`src/rtl/screen_painter_pkg.sv`:
```
// Shared definitions for the title/end-screen painter.
// Contents:
//   - default frame geometry and bus widths
//   - screen codes, which are shared with the ROM mux and the flag FSM
//   - ROM image-select encodings
//   - painter state encoding
//   - the request priority decoder
package screen_painter_pkg;

   localparam int H_RES_DEF = 160;
   localparam int V_RES_DEF = 120;
   localparam int X_W_DEF   = 8;
   localparam int Y_W_DEF   = 7;
   localparam int A_W_DEF   = 15;
   localparam int C_W_DEF   = 3;

   // The low two bits of a paintable screen code double as the ROM image select.
   typedef enum logic [2:0] {
      SCR_T1      = 3'd0,
      SCR_T2      = 3'd1,
      SCR_WIN     = 3'd2,
      SCR_LOSE    = 3'd3,
      SCR_CLEAR   = 3'd4,
      SCR_INVALID = 3'd7
   } screen_t;

   localparam logic [1:0] ROM_SEL_T1   = 2'd0;
   localparam logic [1:0] ROM_SEL_T2   = 2'd1;
   localparam logic [1:0] ROM_SEL_WIN  = 2'd2;
   localparam logic [1:0] ROM_SEL_LOSE = 2'd3;

   typedef enum logic [1:0] {
      ST_IDLE  = 2'd0,
      ST_PAINT = 2'd1,
      ST_FLUSH = 2'd2,
      ST_DONE  = 2'd3
   } paint_state_t;

   // Priority: winend > loseend > title1 > title2 > anything else (clear).
   function automatic screen_t decode_request(input logic title1, input logic title2,
                                              input logic winend, input logic loseend,
                                              input logic titleoff);
      screen_t r;
      if (winend)        r = SCR_WIN;
      else if (loseend)  r = SCR_LOSE;
      else if (title1)   r = SCR_T1;
      else if (title2)   r = SCR_T2;
      else if (titleoff) r = SCR_CLEAR;
      else               r = SCR_CLEAR;
      return r;
   endfunction

endpackage

```
`src/rtl/screen_painter_pixel_sweep.sv`:
```
// Raster sweep counter: x/y coordinates plus a linear pixel address.
// Ports:
//   clk, resetn - clock, synchronous active-low reset
//   start       - zero all counters (has priority over advance)
//   advance     - step to the next pixel in raster order
//   x, y, addr  - current pixel coordinates and linear index y*H_RES+x
//   last        - current pixel is (H_RES-1, V_RES-1)
module pixel_sweep
   import screen_painter_pkg::*;
#(
   parameter int H_RES = H_RES_DEF,
   parameter int V_RES = V_RES_DEF,
   parameter int X_W   = X_W_DEF,
   parameter int Y_W   = Y_W_DEF,
   parameter int A_W   = A_W_DEF
) (
   input  logic           clk,
   input  logic           resetn,
   input  logic           start,
   input  logic           advance,
   output logic [X_W-1:0] x,
   output logic [Y_W-1:0] y,
   output logic [A_W-1:0] addr,
   output logic           last
);

   logic [X_W-1:0] x_q, x_d;
   logic [Y_W-1:0] y_q, y_d;
   logic [A_W-1:0] a_q, a_d;
   logic           x_wrap;

   assign x_wrap = (x_q == X_W'(H_RES - 1));

   // Next-count logic.
   // The address is its own counter so that no y*H_RES multiply is needed.
   always_comb begin
      x_d = x_q;
      y_d = y_q;
      a_d = a_q;
      if (start) begin
         x_d = '0;
         y_d = '0;
         a_d = '0;
      end else if (advance) begin
         a_d = a_q + A_W'(1);
         if (x_wrap) begin
            x_d = '0;
            y_d = y_q + Y_W'(1);
         end else begin
            x_d = x_q + X_W'(1);
         end
      end else begin
         x_d = x_q;
      end
   end

   // Counter registers.
   always_ff @(posedge clk) begin
      if (!resetn) begin
         x_q <= '0;
         y_q <= '0;
         a_q <= '0;
      end else begin
         x_q <= x_d;
         y_q <= y_d;
         a_q <= a_d;
      end
   end

   assign x    = x_q;
   assign y    = y_q;
   assign addr = a_q;
   assign last = x_wrap && (y_q == Y_W'(V_RES - 1));

endmodule

```
`src/rtl/screen_painter.sv`:
```
// Paints the requested title/end screen once per change of request.
// Each pixel is read from a 1-cycle-latency image ROM and written to the VGA port.
// A clear request paints one black frame and then releases the VGA port.
// Ports:
//   clk, resetn             - clock, synchronous active-low reset
//   title1, title2,
//   winend, loseend,
//   titleoff                - screen request flags (priority decoded)
//   rom_sel, rom_addr       - ROM image select and pixel index
//   rom_data                - ROM pixel colour, valid one cycle after the address
//   x, y, colour, plot      - VGA pixel write port
//   busy                    - painter owns the VGA port
//   done                    - one-cycle pulse after the last pixel of a frame
module screen_painter
   import screen_painter_pkg::*;
#(
   parameter int H_RES = H_RES_DEF,
   parameter int V_RES = V_RES_DEF,
   parameter int X_W   = X_W_DEF,
   parameter int Y_W   = Y_W_DEF,
   parameter int A_W   = A_W_DEF,
   parameter int C_W   = C_W_DEF
) (
   input  logic           clk,
   input  logic           resetn,
   input  logic           title1,
   input  logic           title2,
   input  logic           winend,
   input  logic           loseend,
   input  logic           titleoff,
   output logic [1:0]     rom_sel,
   output logic [A_W-1:0] rom_addr,
   input  logic [C_W-1:0] rom_data,
   output logic [X_W-1:0] x,
   output logic [Y_W-1:0] y,
   output logic [C_W-1:0] colour,
   output logic           plot,
   output logic           busy,
   output logic           done
);

   paint_state_t   state_q, state_d;
   screen_t        target_q, target_d;
   screen_t        painted_q, painted_d;
   screen_t        req_s;

   logic           sweep_start, sweep_advance, sweep_last;
   logic [X_W-1:0] sweep_x;
   logic [Y_W-1:0] sweep_y;

   // Issue-stage pipeline registers, aligned with the ROM read in flight.
   logic           v1_q, v1_d;
   logic [X_W-1:0] x1_q, x1_d;
   logic [Y_W-1:0] y1_q, y1_d;

   // Output registers.
   logic [X_W-1:0] x_q, x_d;
   logic [Y_W-1:0] y_q, y_d;
   logic [C_W-1:0] colour_q, colour_d;
   logic           plot_q, plot_d;
   logic           busy_q, busy_d;
   logic           done_q, done_d;

   pixel_sweep #(
      .H_RES (H_RES),
      .V_RES (V_RES),
      .X_W   (X_W),
      .Y_W   (Y_W),
      .A_W   (A_W)
   ) u_sweep (
      .clk     (clk),
      .resetn  (resetn),
      .start   (sweep_start),
      .advance (sweep_advance),
      .x       (sweep_x),
      .y       (sweep_y),
      .addr    (rom_addr),
      .last    (sweep_last)
   );

   assign req_s = decode_request(title1, title2, winend, loseend, titleoff);

   // Frame sequencing: next state, sweep control and the painted-screen record.
   always_comb begin
      state_d       = state_q;
      target_d      = target_q;
      painted_d     = painted_q;
      sweep_start   = 1'b0;
      sweep_advance = 1'b0;
      case (state_q)
         ST_IDLE: begin
            if (req_s != painted_q) begin
               target_d    = req_s;
               sweep_start = 1'b1;
               state_d     = ST_PAINT;
            end else begin
               state_d = ST_IDLE;
            end
         end
         ST_PAINT: begin
            // Hold the counter on the last pixel rather than wrapping y past V_RES.
            if (sweep_last) begin
               state_d = ST_FLUSH;
            end else begin
               sweep_advance = 1'b1;
            end
         end
         ST_FLUSH: state_d = ST_DONE;
         ST_DONE: begin
            painted_d = target_q;
            state_d   = ST_IDLE;
         end
         default: state_d = ST_IDLE;
      endcase
   end

   // Pixel pipeline.
   // The ROM word for the issued pixel arrives one cycle later.
   // The output stage therefore uses the coordinates delayed by one cycle.
   always_comb begin
      v1_d     = (state_q == ST_PAINT);
      x1_d     = sweep_x;
      y1_d     = sweep_y;
      plot_d   = v1_q;
      x_d      = x_q;
      y_d      = y_q;
      colour_d = colour_q;
      if (v1_q) begin
         x_d      = x1_q;
         y_d      = y1_q;
         colour_d = (target_q == SCR_CLEAR) ? '0 : rom_data;
      end else begin
         colour_d = colour_q;
      end
      busy_d = (state_d != ST_IDLE);
      done_d = (state_q == ST_DONE);
   end

   // State, pipeline and output registers.
   always_ff @(posedge clk) begin
      if (!resetn) begin
         state_q   <= ST_IDLE;
         target_q  <= SCR_T1;
         painted_q <= SCR_INVALID;
         v1_q      <= 1'b0;
         x1_q      <= '0;
         y1_q      <= '0;
         x_q       <= '0;
         y_q       <= '0;
         colour_q  <= '0;
         plot_q    <= 1'b0;
         busy_q    <= 1'b0;
         done_q    <= 1'b0;
      end else begin
         state_q   <= state_d;
         target_q  <= target_d;
         painted_q <= painted_d;
         v1_q      <= v1_d;
         x1_q      <= x1_d;
         y1_q      <= y1_d;
         x_q       <= x_d;
         y_q       <= y_d;
         colour_q  <= colour_d;
         plot_q    <= plot_d;
         busy_q    <= busy_d;
         done_q    <= done_d;
      end
   end

   assign rom_sel = target_q[1:0];
   assign x       = x_q;
   assign y       = y_q;
   assign colour  = colour_q;
   assign plot    = plot_q;
   assign busy    = busy_q;
   assign done    = done_q;

endmodule

```
`config.mk`:
```
export PLATFORM = sky130hd
export DESIGN_NAME = screen_painter
export DESIGN_NICKNAME = d
export VERILOG_FILES = /design/src/rtl/screen_painter_pkg.sv /design/src/rtl/screen_painter_pixel_sweep.sv /design/src/rtl/screen_painter.sv
export SDC_FILE = /design/constraint.sdc
export NUM_CORES = 1
export LEC_CHECK = 0
export ABC_AREA = 1
export BUFFER_PORTS_ARGS = -buffer_cell sky130_fd_sc_hd__buf_4
export CORE_MARGIN = 5
export CORE_UTILIZATION = 45
export DETAILED_ROUTE_END_ITERATION = 10
export GPL_ROUTABILITY_DRIVEN = 0
export GPL_TIMING_DRIVEN = 0
export PLACE_DENSITY_LB_ADDON = 0.1
export SETUP_SLACK_MARGIN = 0.5
export SYNTH_ARGS = -nofsm -noshare
export SYNTH_HDL_FRONTEND = slang
export SYNTH_HIERARCHICAL = 1
export SYNTH_SLANG_ARGS = --single-unit
```
`constraint.sdc`:
```
create_clock -name clk -period 2 [get_ports clk]
set_clock_uncertainty 0.1 [all_clocks]
set_input_delay 0.2 -clock clk [delete_from_list [all_inputs] [get_ports clk]]
set_output_delay 0.2 -clock clk [all_outputs]
set_load 0.005 [all_outputs]
```
# Word level (Yosys, flattened, before mapping)
# Index checks and enable logic that the tools add are counted.
# W data, S select, Z words.
# totals
regBits,75
elab_cells,45
# op_classes
add_sub_neg,3
eq_ne,7
mux,13
bitwise,1
reduce_logical,6
# ops
operator,n
$add A15 B1 Y15 const B,1
$mux W3,5
$add A8 B1 Y8 const B,1
$eq A8 B8 Y1 const B,1
$mux W8,1
$pmux W2 S4,1
$add A7 B1 Y7 const B,1
$eq A7 B7 Y1 const B,1
$mux W1,5
$eq A2 B2 Y1 const B,2
$reduce_and A2 Y1,2
$eq A3 B3 Y1 const B,1
$ne A3 B3 Y1,1
$eq A2 B1 Y1 const B,1
$logic_not A2 Y1,1
$mux W2,1
$reduce_bool A2 Y1,1
$reduce_or A2 Y1,1
$logic_and A1 B1 Y1,1
$not A1 Y1,1

# Longest topological paths before layout
# Gate-level depths: netlist of the first run.
# logic_depth
ltp_word,8
depth_mapped,14

# Cells and area by module
# The synthesis of the first run kept the hierarchy.
# modules_own_cells
mod,instances,cells_each,area_per_inst_um2,seq_area_each_um2
screen_painter,1,205,1594.0,900.9
pixel_sweep,1,208,1486.4,600.6

# Worst setup path before layout of the first run
# OpenSTA, ideal clock, no wires.
# synth_timing
kind,flip-flop to flip-flop
from,register u_sweep.x_q[0] (netlist: u_sweep/x[0])
to,register u_sweep.x_q[0] (netlist: u_sweep/x[0])
setup_time_ns,0.080
arrival_ns,1.719
required_time_ns,1.820
slack_ns,0.101
stages_incl_launch_ff,11
path_buffers,1
path_cell_list,dfxtp_1 -> ha_1 -> nand3_1 -> inv_1 -> nand2_1 -> nor3_1 -> nor2_1 -> buf_6 -> nand3_4 -> nand2_1 -> nor3b_1
# synth_between
elab_chain_cells,4
# synth_rtl
item,line_no,rtl
start: declaration,screen_painter_pixel_sweep.sv:27,"logic [X_W-1:0] x_q, x_d;"
start signal: assignment,screen_painter_pixel_sweep.sv:60,x_q <= '0;
start signal: assignment,screen_painter_pixel_sweep.sv:64,x_q <= x_d;
$eq A8 B8 Y1,screen_painter_pixel_sweep.sv:32,assign x_wrap = (x_q == X_W'(H_RES - 1));
$logic_and A1 B1 Y1,screen_painter_pixel_sweep.sv:73,assign last = x_wrap && (y_q == Y_W'(V_RES - 1));
named net sweep_last,screen_painter.sv:47,"logic sweep_start, sweep_advance, sweep_last;"
$mux W1,screen_painter.sv:102,if (sweep_last) begin
$mux W1,screen_painter.sv:90,case (state_q)
named net sweep_advance,screen_painter.sv:47,
# The timed path passes the listed nets, and every way through them passes these cells.
# A chain may end at the register's enable or synchronous reset.

# Worst setup path after layout of the first run
# layout_timing
from,register u_sweep.x_q[1] (netlist: u_sweep/x[1])
to,register u_sweep.a_q[4] (netlist: u_sweep/addr[4])
# layout_between
elab_chain_cells,4
# layout_rtl
item,line_no,rtl
$eq A8 B8 Y1,screen_painter_pixel_sweep.sv:32,
$logic_and A1 B1 Y1,screen_painter_pixel_sweep.sv:73,
named net sweep_last,screen_painter.sv:47,
$mux W1,screen_painter.sv:102,
$mux W1,screen_painter.sv:90,
named net sweep_advance,screen_painter.sv:47,
end signal: assignment,screen_painter_pixel_sweep.sv:62,a_q <= '0;
end signal: assignment,screen_painter_pixel_sweep.sv:66,a_q <= a_d;
end: declaration,screen_painter_pixel_sweep.sv:29,"logic [A_W-1:0] a_q, a_d;"
# The timed path passes the listed nets, and every way through them passes these cells.

==> flow_summary.json, run 1 <==
{
  "crit_family": "simple AND/OR/NAND/NOR gates",
  "worstSetupPathType": "flip-flop to flip-flop",
  "reg2reg_to": "u_sweep/addr[4]",
  "multi_input_area_um2": 1580,
  "cts.sinks": 75,
  "path_depth": 12,
  "drive_gt1_share_pct": 35.9,
  "vias_per_cell": 4.78,
  "yosysUniqueCellTypes": 31,
  "grt.overflow.total": 0,
  "synth-simple-area-share_pct": 29.5,
  "cp_cell_sequence": "ha_4 -> nand3_4 -> inv_2 -> nand2_2 -> nor3_4 -> nor2_4 -> buf_6 -> inv_8 -> nor2_4 -> buf_6 -> xnor2_2 -> nor2_1",
  "syn-mean-instance-area_um2": 7.46,
  "track_usage_pct": 16.5,
  "max_slew_margin_pct": 73.4,
  "die_w_um": 92.7,
  "synthesis.area_um2": 3080,
  "post-route-period-util_pct": 91.0,
  "n_antenna_cell": 0,
  "leakagePower_nw": 1.98,
  "final_common_cell": "nand2_1",
  "std_cell_rows": 30,
  "synth_cells": 413,
  "dieArea_um2": 8600,
  "io_buffer_count": 46,
  "synth_top_family_by_area": "simple AND/OR/NAND/NOR gates",
  "cp-startpoint": "u_sweep/x[1]",
  "cts.path.max_buffers": 2,
  "slew_viol_final": 0,
  "rsz0062_at_grt": "yes",
  "final.setup.tns_ns": 0,
  "ir_worst_vdd_mv": 0.353,
  "first_pass_iters": 4,
  "grt_max_degree": 15,
  "antenna_found_initial": 0,
  "critPathCaptureType": "flip-flop",
  "tritoncts": "done",
  "hold_depth": 3,
  "synth_xor_xnor_area_share_pct": 1.71,
  "final-seq-area_um2": 1520,
  "clk_latency_ns": 0.34,
  "vias": 2763,
  "drt_iter0_drc": 91,
  "die_h_um": 92.7,
  "max_freq_mhz": 550,
  "nNetsFinal": 506,
  "r2r_slack_ns": 0.18,
  "cts_buffers": 9,
  "drc": 0,
  "tightest_slew_ns": 0.399,
  "clockRootBuffer": "clkbuf_8",
  "yosys.area_share.adder_pct": 1.22,
  "ys_seq_area_share_pct": 48.7,
  "status": "finished clean",
  "synth_compound_area_share_pct": 9.79,
  "synthMuxAreaShare_pct": 0,
  "synth_seq_cells": 75,
  "critPathRequiredTime_ns": 2.18,
  "cp-endpoint": "u_sweep/addr[4]",
  "final_cell_mix": "nand2_1, buf_4, dfxtp_1",
  "fin_crit_ns": 1.82,
  "holdWs_ns": 0.0152,
  "cts.htree.levels": 3,
  "start_util_pct": 45.8,
  "ant_nets": 0,
  "reg2reg_from": "u_sweep/x[1]",
  "path_buf_inv": 4,
  "syn-num-nets": 426,
  "reg2reg_depth": 12,
  "grt_pass1_vias": 2516,
  "cp-start-kind": "flip-flop",
  "hpwl_um": 4590,
  "critPathMaxStageDelay_ns": 0.36,
  "fillers": 581,
  "setup_violations": 0,
  "critPathSlowestCell": "dfxtp_4",
  "clk_pin_slew_worst_paths_ns": 0.08,
  "avgRoutedWirePerCell_um": 12.2,
  "area_growth_pct": 38.5,
  "arrival_ns": 2.00,
  "maxCapViolations": 0,
  "p_per_area_nw_per_um2": 729,
  "hold_path_class": "input pin to flip-flop",
  "drt-total-wl_um": 7070,
  "coreArea_um2": 6720,
  "ioPinCount": 48,
  "yosys_warnings": 6,
  "grt_pass1_wl_um": 11300,
  "critical_path_peak_fanout": 6,
  "final_hold_viol_count": 0
}
final cells by class:
type | instances | share of cell area [%]
inverter | 57 | 5.43
sequential | 75 | 35.6
timing repair buffer | 68 | 12.5
buffer | 11 | 1.82
multi-input combinational | 271 | 37.1
tap | 80 | 2.35
clock inverter | 7 | 2.35
clock buffer | 9 | 2.90
synthesized netlist by cell type:
library cell	count	share of area (%)
a21oi_1	26	4.2
and3_1	1	0.20
and3_2	1	0.24
buf_4	4	0.97
buf_6	1	0.37
clkbuf_1	6	0.73
clkinv_2	1	0.16
dfxtp_1	75	49
ha_1	3	1.2
inv_1	53	6.5
inv_2	3	0.37
nand2_1	91	11
nand2_2	7	1.4
nand2_4	1	0.37
nand3_1	16	2.6
nand3_2	1	0.32
nand3_4	1	0.57
nand3b_1	1	0.24
nand4_1	3	0.61
nor2_1	59	7.2
nor2_2	8	1.6
nor2_4	3	1.1
nor3_1	9	1.5
nor3b_1	1	0.24
o211ai_1	3	0.73
o21a_1	1	0.24
o21ai_0	26	4.2
o21bai_2	1	0.37
or2_1	1	0.20
xnor2_1	3	0.85
xor2_1	3	0.85
worst min-delay path by stage:
stage | start | end | slack, ns
finish | rom_data[0] | colour[0] | 0.02
global route | rom_data[1] | colour[1] | 0.006
global placement | x1_q[5] | x[5] | 0.34
CTS | rom_data[0] | colour[0] | 0.003
detailed placement | x1_q[3] | x[3] | 0.34
floorplan | resetn | colour[2] | 0.24
flip-flops by register name, summed over array words and instances (netlist names):
| name | flops |
|---|---|
| busy | 1 |
| u_sweep/y | 7 |
| target_q | 3 |
| painted_q | 3 |
| x | 8 |
| y | 7 |
| plot | 1 |
| u_sweep/addr | 15 |
| y1_q | 7 |
| plot_d | 1 |
| done | 1 |
| state_q | 2 |
| colour | 3 |
| u_sweep/x | 8 |
| x1_q | 8 |
worst register-to-register path, cell delays in order, from the launching register on:
cell and delay (ns):
dfxtp_4 0.36, ha_4 0.14, nand3_4 0.07, inv_2 0.08
nand2_2 0.07, nor3_4 0.27, nor2_4 0.08, buf_6 0.13
inv_8 0.07, nor2_4 0.05, buf_6 0.12, xnor2_2 0.11
nor2_1 0.09
cell families (layout without fill, tap and decap cells):
kind of cell               after synthesis  after routing
adders and majority gates                3              3
buffers and inverters                   68            152
AOI/OAI and AO/OA                       57             57
and+or+nand+nor                        204            205
xor gates and xnor gates                 6              6
DFF                                     75             75
repair_timing:
action / CTS / global route
pin swaps: 23 / 19
endpoints found under the setup margin: 33 / 33
gates resized for setup: 55 / 26
setup buffers: 19 / 2
hold buffers: 0 / 1
cloned: 1 / 0
endpoints found under the hold margin: 0 / 1
where the power goes:
part           internal (mW)  switching, mW
logic                  0.124          0.142
clock network          0.710          0.582
registers               1.53         0.0264
stage by stage:
stage	total power [mW]	utilization [%]	setup WS [ns]	cell area [um2]	std cells
global placement	1.81	53.5	0.0313	3590	539
CTS	3.14	61.6	0.211	4140	575
global route	3.26	63.5	0.0871	4270	578
detailed placement	1.81	53.5	-0.0109	3590	539
floorplan	1.71	-	0.307	3150	413
finish	3.11	63.5	0.180	4270	578
per-layer routing:
metal,GRT usage [%],wire length (um),vias up,share of wire [%]
met5,0,0,-,0
met4,8.06,121,0,1.7
met3,3.82,255,10,3.6
met2,27.0,3440,49,49
met1,20.4,3250,1249,46
li1,-,-,1455,-
Power figures use the tool's default switching activity.
==> run 2, diff against run 1 <==
--- a/config.mk
+++ b/config.mk
@@ -7,8 +7,10 @@
 export LEC_CHECK = 0
 export ABC_AREA = 1
 export BUFFER_PORTS_ARGS = -buffer_cell sky130_fd_sc_hd__buf_4
+export CELL_PAD_IN_SITES_DETAIL_PLACEMENT = 0
+export CELL_PAD_IN_SITES_GLOBAL_PLACEMENT = 2
 export CORE_MARGIN = 5
-export CORE_UTILIZATION = 45
+export CORE_UTILIZATION = 29
 export DETAILED_ROUTE_END_ITERATION = 10
 export GPL_ROUTABILITY_DRIVEN = 0
 export GPL_TIMING_DRIVEN = 0
==> run 2 against run 1 <==
Compared with the run above: flip-flop and latch count did not move; first-iteration DRC count fell by 11%; cell count rose by 11%; die area rose by 49%; global-route usage fell by 4.3 points; non-clock buffer count rose by 6; register-to-register slack improved by 0.02 ns; sequential power barely moved; combinational power rose by 8.6%; cell area rose by 2.9%; setup slack improved by 0.021 ns; clock power rose by 3%.
==> flow_summary.json, run 2 (synthesis results as in run 1) <==
{
  "max_freq_mhz": 556,
  "grt.overflow.total": 0,
  "critPathMaxStageDelay_ns": 0.36,
  "ant_nets": 0,
  "slew_viol_final": 0,
  "multi_input_area_um2": 1540,
  "dp_cells": 595,
  "vias_per_cell": 4.28,
  "final-seq-area_um2": 1530,
  "nNetsFinal": 513,
  "avgRoutedWirePerCell_um": 11.7,
  "critPathCaptureType": "flip-flop",
  "dieArea_um2": 12800,
  "worstSetupPathType": "flip-flop to flip-flop",
  "final_hold_viol_count": 0,
  "critPathRequiredTime_ns": 2.17,
  "clockRootBuffer": "clkbuf_8",
  "grt_max_degree": 13,
  "status": "finished clean",
  "post-route-period-util_pct": 89.9,
  "hpwl_um": 5120,
  "first_pass_iters": 6,
  "drt_iter0_drc": 81,
  "arrival_ns": 1.97,
  "final_cell_mix": "nand2_1, buf_4, dfxtp_1",
  "rsz0062_at_grt": "yes",
  "ir_worst_vdd_mv": 0.263,
  "antenna_found_initial": 0,
  "n_antenna_cell": 0,
  "final.setup.tns_ns": 0,
  "critical_path_peak_fanout": 5,
  "leakagePower_nw": 2.01,
  "setup_violations": 0,
  "final_common_cell": "nand2_1",
  "final_cells": 641,
  "clk_latency_ns": 0.35,
  "worst_slack_ns": 0.202,
  "highest_layer": "met4",
  "met1_length_um": 3660,
  "holdWs_ns": 0.0403,
  "cp_cell_sequence": "ha_4 -> nand3_4 -> inv_4 -> nand2_4 -> nor3_4 -> nor2_4 -> buf_6 -> inv_8 -> buf_6 -> nor2_2 -> a21oi_2 -> nor3_2",
  "pre_cts_slack_ns": -0.128,
  "utilization_pct": 42.5,
  "tightest_slew_ns": 0.564,
  "cts.htree.levels": 3,
  "fin_crit_ns": 1.80,
  "track_usage_pct": 12.2,
  "area_growth_pct": 42.6,
  "start_util_pct": 29.8,
  "final_cell_area_um2": 4390,
  "die_w_um": 113,
  "max_slew_margin_pct": 62.2,
  "p_total_mw": 3.16,
  "cp-start-kind": "flip-flop",
  "clk_pin_slew_worst_paths_ns": 0.08,
  "path_common_cell": "buf_6",
  "fillers": 1089,
  "drive_gt1_share_pct": 33.9,
  "cts.path.max_buffers": 2,
  "grt_pass1_vias": 2612,
  "cts.sinks": 75,
  "wl_met2_um": 3410,
  "largest_register_ffs": 15,
  "die_h_um": 113,
  "cts_buffers": 9,
  "tritoncts": "done",
  "dr_wl_met3_um": 303,
  "placed_area_um2": 3660,
  "io_buffer_count": 46,
  "vias": 2743,
  "grt_pass1_wl_um": 12600,
  "drt-total-wl_um": 7500,
  "maxCapViolations": 0,
  "critPathSlowestCell": "dfxtp_4",
  "std_cell_rows": 37,
  "p_per_area_nw_per_um2": 721,
  "drc": 0,
  "hold_path_class": "input pin to flip-flop",
  "coreArea_um2": 10300,
  "ioPinCount": 48
}
==> run 2: path summary, 6_finish.rpt <==
kind,start,to,slack (ns),cells past startpoint
min,resetn,colour[2],0.04,3
max reg2reg,u_sweep/x[0],u_sweep/x[4],0.20,12
max,u_sweep/x[0],u_sweep/x[4],0.20,12
min reg2reg,y1_q[1],y[1],0.36,2
==> run 2: timing repair <==
action	CTS	global route
endpoints found under the setup margin	33	33
endpoints found under the hold margin	3	0
setup buffers	16	8
gates resized for setup	44	33
gates cloned	2	1
pin swaps	17	17
hold buffers	3	0
==> run 2: per-layer routing <==
metal | track usage [%] | vias to the layer above
met2 | 18.7 | 41
met1 | 16.3 | 1228
met4 | 5.77 | 0
li1 | - | 1465
met3 | 2.83 | 9
met5 | 0 | -
==> run 2: layout make-up <==
class / count / area share (%)
Tap cell: 136 / 3.87
Sequential cell: 75 / 34.8
Clock buffer: 12 / 3.53
Clock inverter: 4 / 1.65
Timing Repair Buffer: 74 / 13.6
Multi-Input combinational cell: 271 / 35.0
Timing Repair inverter: 1 / 0.114
Buffer: 11 / 2.02
Inverter: 57 / 5.38
==> run 2: power breakdown <==
part           total [mW]  switching [mW]  internal [mW]
sequential           1.55          0.0243           1.53
combinational       0.289           0.148          0.141
clock                1.33           0.557          0.770
total                3.16           0.729           2.44
==> run 2: critical path: cells and delay by family (launching register included) <==
| kind | cells | cell delay (ns) |
|---|---|---|
| simple gates | 6 | 0.67 |
| flops | 1 | 0.36 |
| buf+inv | 4 | 0.33 |
| fa+ha+maj | 1 | 0.17 |
| compound gates | 1 | 0.09 |
==> run 3, diff against run 2 <==
--- a/config.mk
+++ b/config.mk
@@ -15,6 +15,7 @@
 export GPL_ROUTABILITY_DRIVEN = 0
 export GPL_TIMING_DRIVEN = 0
 export PLACE_DENSITY_LB_ADDON = 0.1
+export REMOVE_ABC_BUFFERS = 1
 export SETUP_SLACK_MARGIN = 0.5
 export SYNTH_ARGS = -nofsm -noshare
 export SYNTH_HDL_FRONTEND = slang
==> run 3 against run 2 <==
Compared with the run above: die area unchanged; clock power down 9%; via count down 1.8%; power fell by 4.6%; global-route usage decreased by 0.23 points; flip-flop and latch count unchanged; cell area down 3.4%; combinational power shrank 13%; sequential power barely moved; worst hold slack worse by 0.021 ns; critical endpoint is now u_sweep/x[7]; largest cell class is now registers.
==> flow_summary.json, run 3 (synthesis results as in run 1) <==
{
  "first_pass_iters": 4,
  "std_cell_rows": 37,
  "nNetsFinal": 502,
  "hold_path_class": "input pin to flip-flop",
  "setup_violations": 0,
  "fin_crit_ns": 1.84,
  "pre_cts_slack_ns": -0.892,
  "cts.path.max_buffers": 2,
  "cts.htree.levels": 3,
  "holdWs_ns": 0.0193,
  "critical_path_peak_fanout": 6,
  "status": "finished clean",
  "post-route-period-util_pct": 92.0,
  "drt-total-wl_um": 7420,
  "grt_max_degree": 44,
  "arrival_ns": 1.99,
  "dieArea_um2": 12800,
  "grt_pass1_vias": 2613,
  "drt_iter0_drc": 104,
  "critPathCaptureType": "flip-flop",
  "tightest_slew_ns": 0.470,
  "cts_buffers": 9,
  "final.setup.tns_ns": 0,
  "start_util_pct": 29.8,
  "max_slew_margin_pct": 68.6,
  "cp-start-kind": "flip-flop",
  "ioPinCount": 48,
  "die_w_um": 113,
  "avgRoutedWirePerCell_um": 11.8,
  "n_antenna_cell": 0,
  "rsz0062_at_grt": "yes",
  "leakagePower_nw": 1.93,
  "grt_pass1_wl_um": 12500,
  "worst_slack_ns": 0.160,
  "hpwl_um": 4640,
  "antenna_found_initial": 0,
  "tritoncts": "done",
  "final_cell_mix": "nand2_1, buf_4, dfxtp_1",
  "max_freq_mhz": 543,
  "p_sw_uw": 754,
  "placed_area_um2": 3530,
  "p_int_mw": 2.27,
  "area_growth_pct": 37.8,
  "io_buffer_count": 46,
  "p_per_area_nw_per_um2": 712,
  "final_common_cell": "nand2_1",
  "clk_latency_ns": 0.34,
  "clockRootBuffer": "clkbuf_8",
  "worstSetupPathType": "flip-flop to flip-flop",
  "maxCapViolations": 0,
  "pwr-share-seq_pct": 51.6,
  "drc": 0,
  "final_hold_viol_count": 0,
  "utilization_pct": 41.1,
  "p_total_mw": 3.02,
  "ir_worst_vdd_mv": 0.249,
  "pwr-share-clk_pct": 40.1,
  "slew_viol_final": 0,
  "netSwitchingFraction_pct": 25.0,
  "die_h_um": 113,
  "critPathRequiredTime_ns": 2.15,
  "track_usage_pct": 12.0,
  "power_frac_comb_pct": 8.3,
  "cts.sinks": 75,
  "vias_per_cell": 4.27,
  "largest_register_ffs": 15,
  "drive_gt1_share_pct": 31.6,
  "grt.overflow.total": 0,
  "final_cell_area_um2": 4240,
  "clk_pin_slew_worst_paths_ns": 0.09,
  "vias": 2693,
  "dp_cells": 584,
  "ant_nets": 0,
  "final_cells": 630,
  "coreArea_um2": 10300
}
[run 3: layout make-up]
cell class	count	area, um2
inverter	57	238
fill	1101	6080
multi-input combinational	271	1520
clock inverter	6	72.6
timing repair buffer	75	583
tap	136	170
sequential	75	1530
clock buffer	10	138
[run 3: path summary, 6_finish.rpt]
check / startpoint / cells after the start / slack [ns] / endpoint
worst max register to register: u_sweep/x[0] / 14 / 0.16 / u_sweep/x[7]
worst min register to register: x1_q[2] / 2 / 0.35 / x[2]
worst max-delay path: u_sweep/x[0] / 14 / 0.16 / u_sweep/x[7]
worst min-delay path: rom_data[2] / 3 / 0.02 / colour[2]
[run 3: routing by layer]
layer | track usage (%) | vias to the layer above | share of wire, %
met4 | 4.81 | 0 | 0.98
met2 | 18.4 | 32 | 45
li1 | - | 1445 | -
met1 | 16.2 | 1209 | 50
met5 | 0 | - | 0
met3 | 2.73 | 7 | 3.7
[run 3: power groups by stage]
stage               sequential [mW]  clock, mW  combinational, mW
detailed placement             1.60          0              0.200
floorplan                      1.59          0             0.0950
finish                         1.56       1.21              0.251
global placement               1.60          0              0.201
CTS                            1.56       1.28              0.237
global route                   1.57       1.35              0.278
[run 3: repair_timing]
| item | CTS | global route |
|---|---|---|
| gates cloned | 1 | 0 |
| hold buffers | 2 | 0 |
| endpoints found under the hold margin | 2 | 0 |
| resized for setup | 40 | 36 |
| pin swaps | 13 | 13 |
| endpoints found under the setup margin | 48 | 48 |
| buffers inserted | 21 | 6 |
[run 3: worst max-delay path: stages (launching register included)]
cell     delay (ns)
dfxtp_4        0.36
ha_4           0.17
nand3_4        0.09
inv_4          0.04
nand2_4        0.06
nor3_4         0.05
nor2_4         0.21
buf_6          0.14
nand2_4        0.05
nor2_4         0.16
nand3_4        0.10
inv_2          0.07
nand3_1        0.06
nand2_1        0.06
nor2_1         0.03
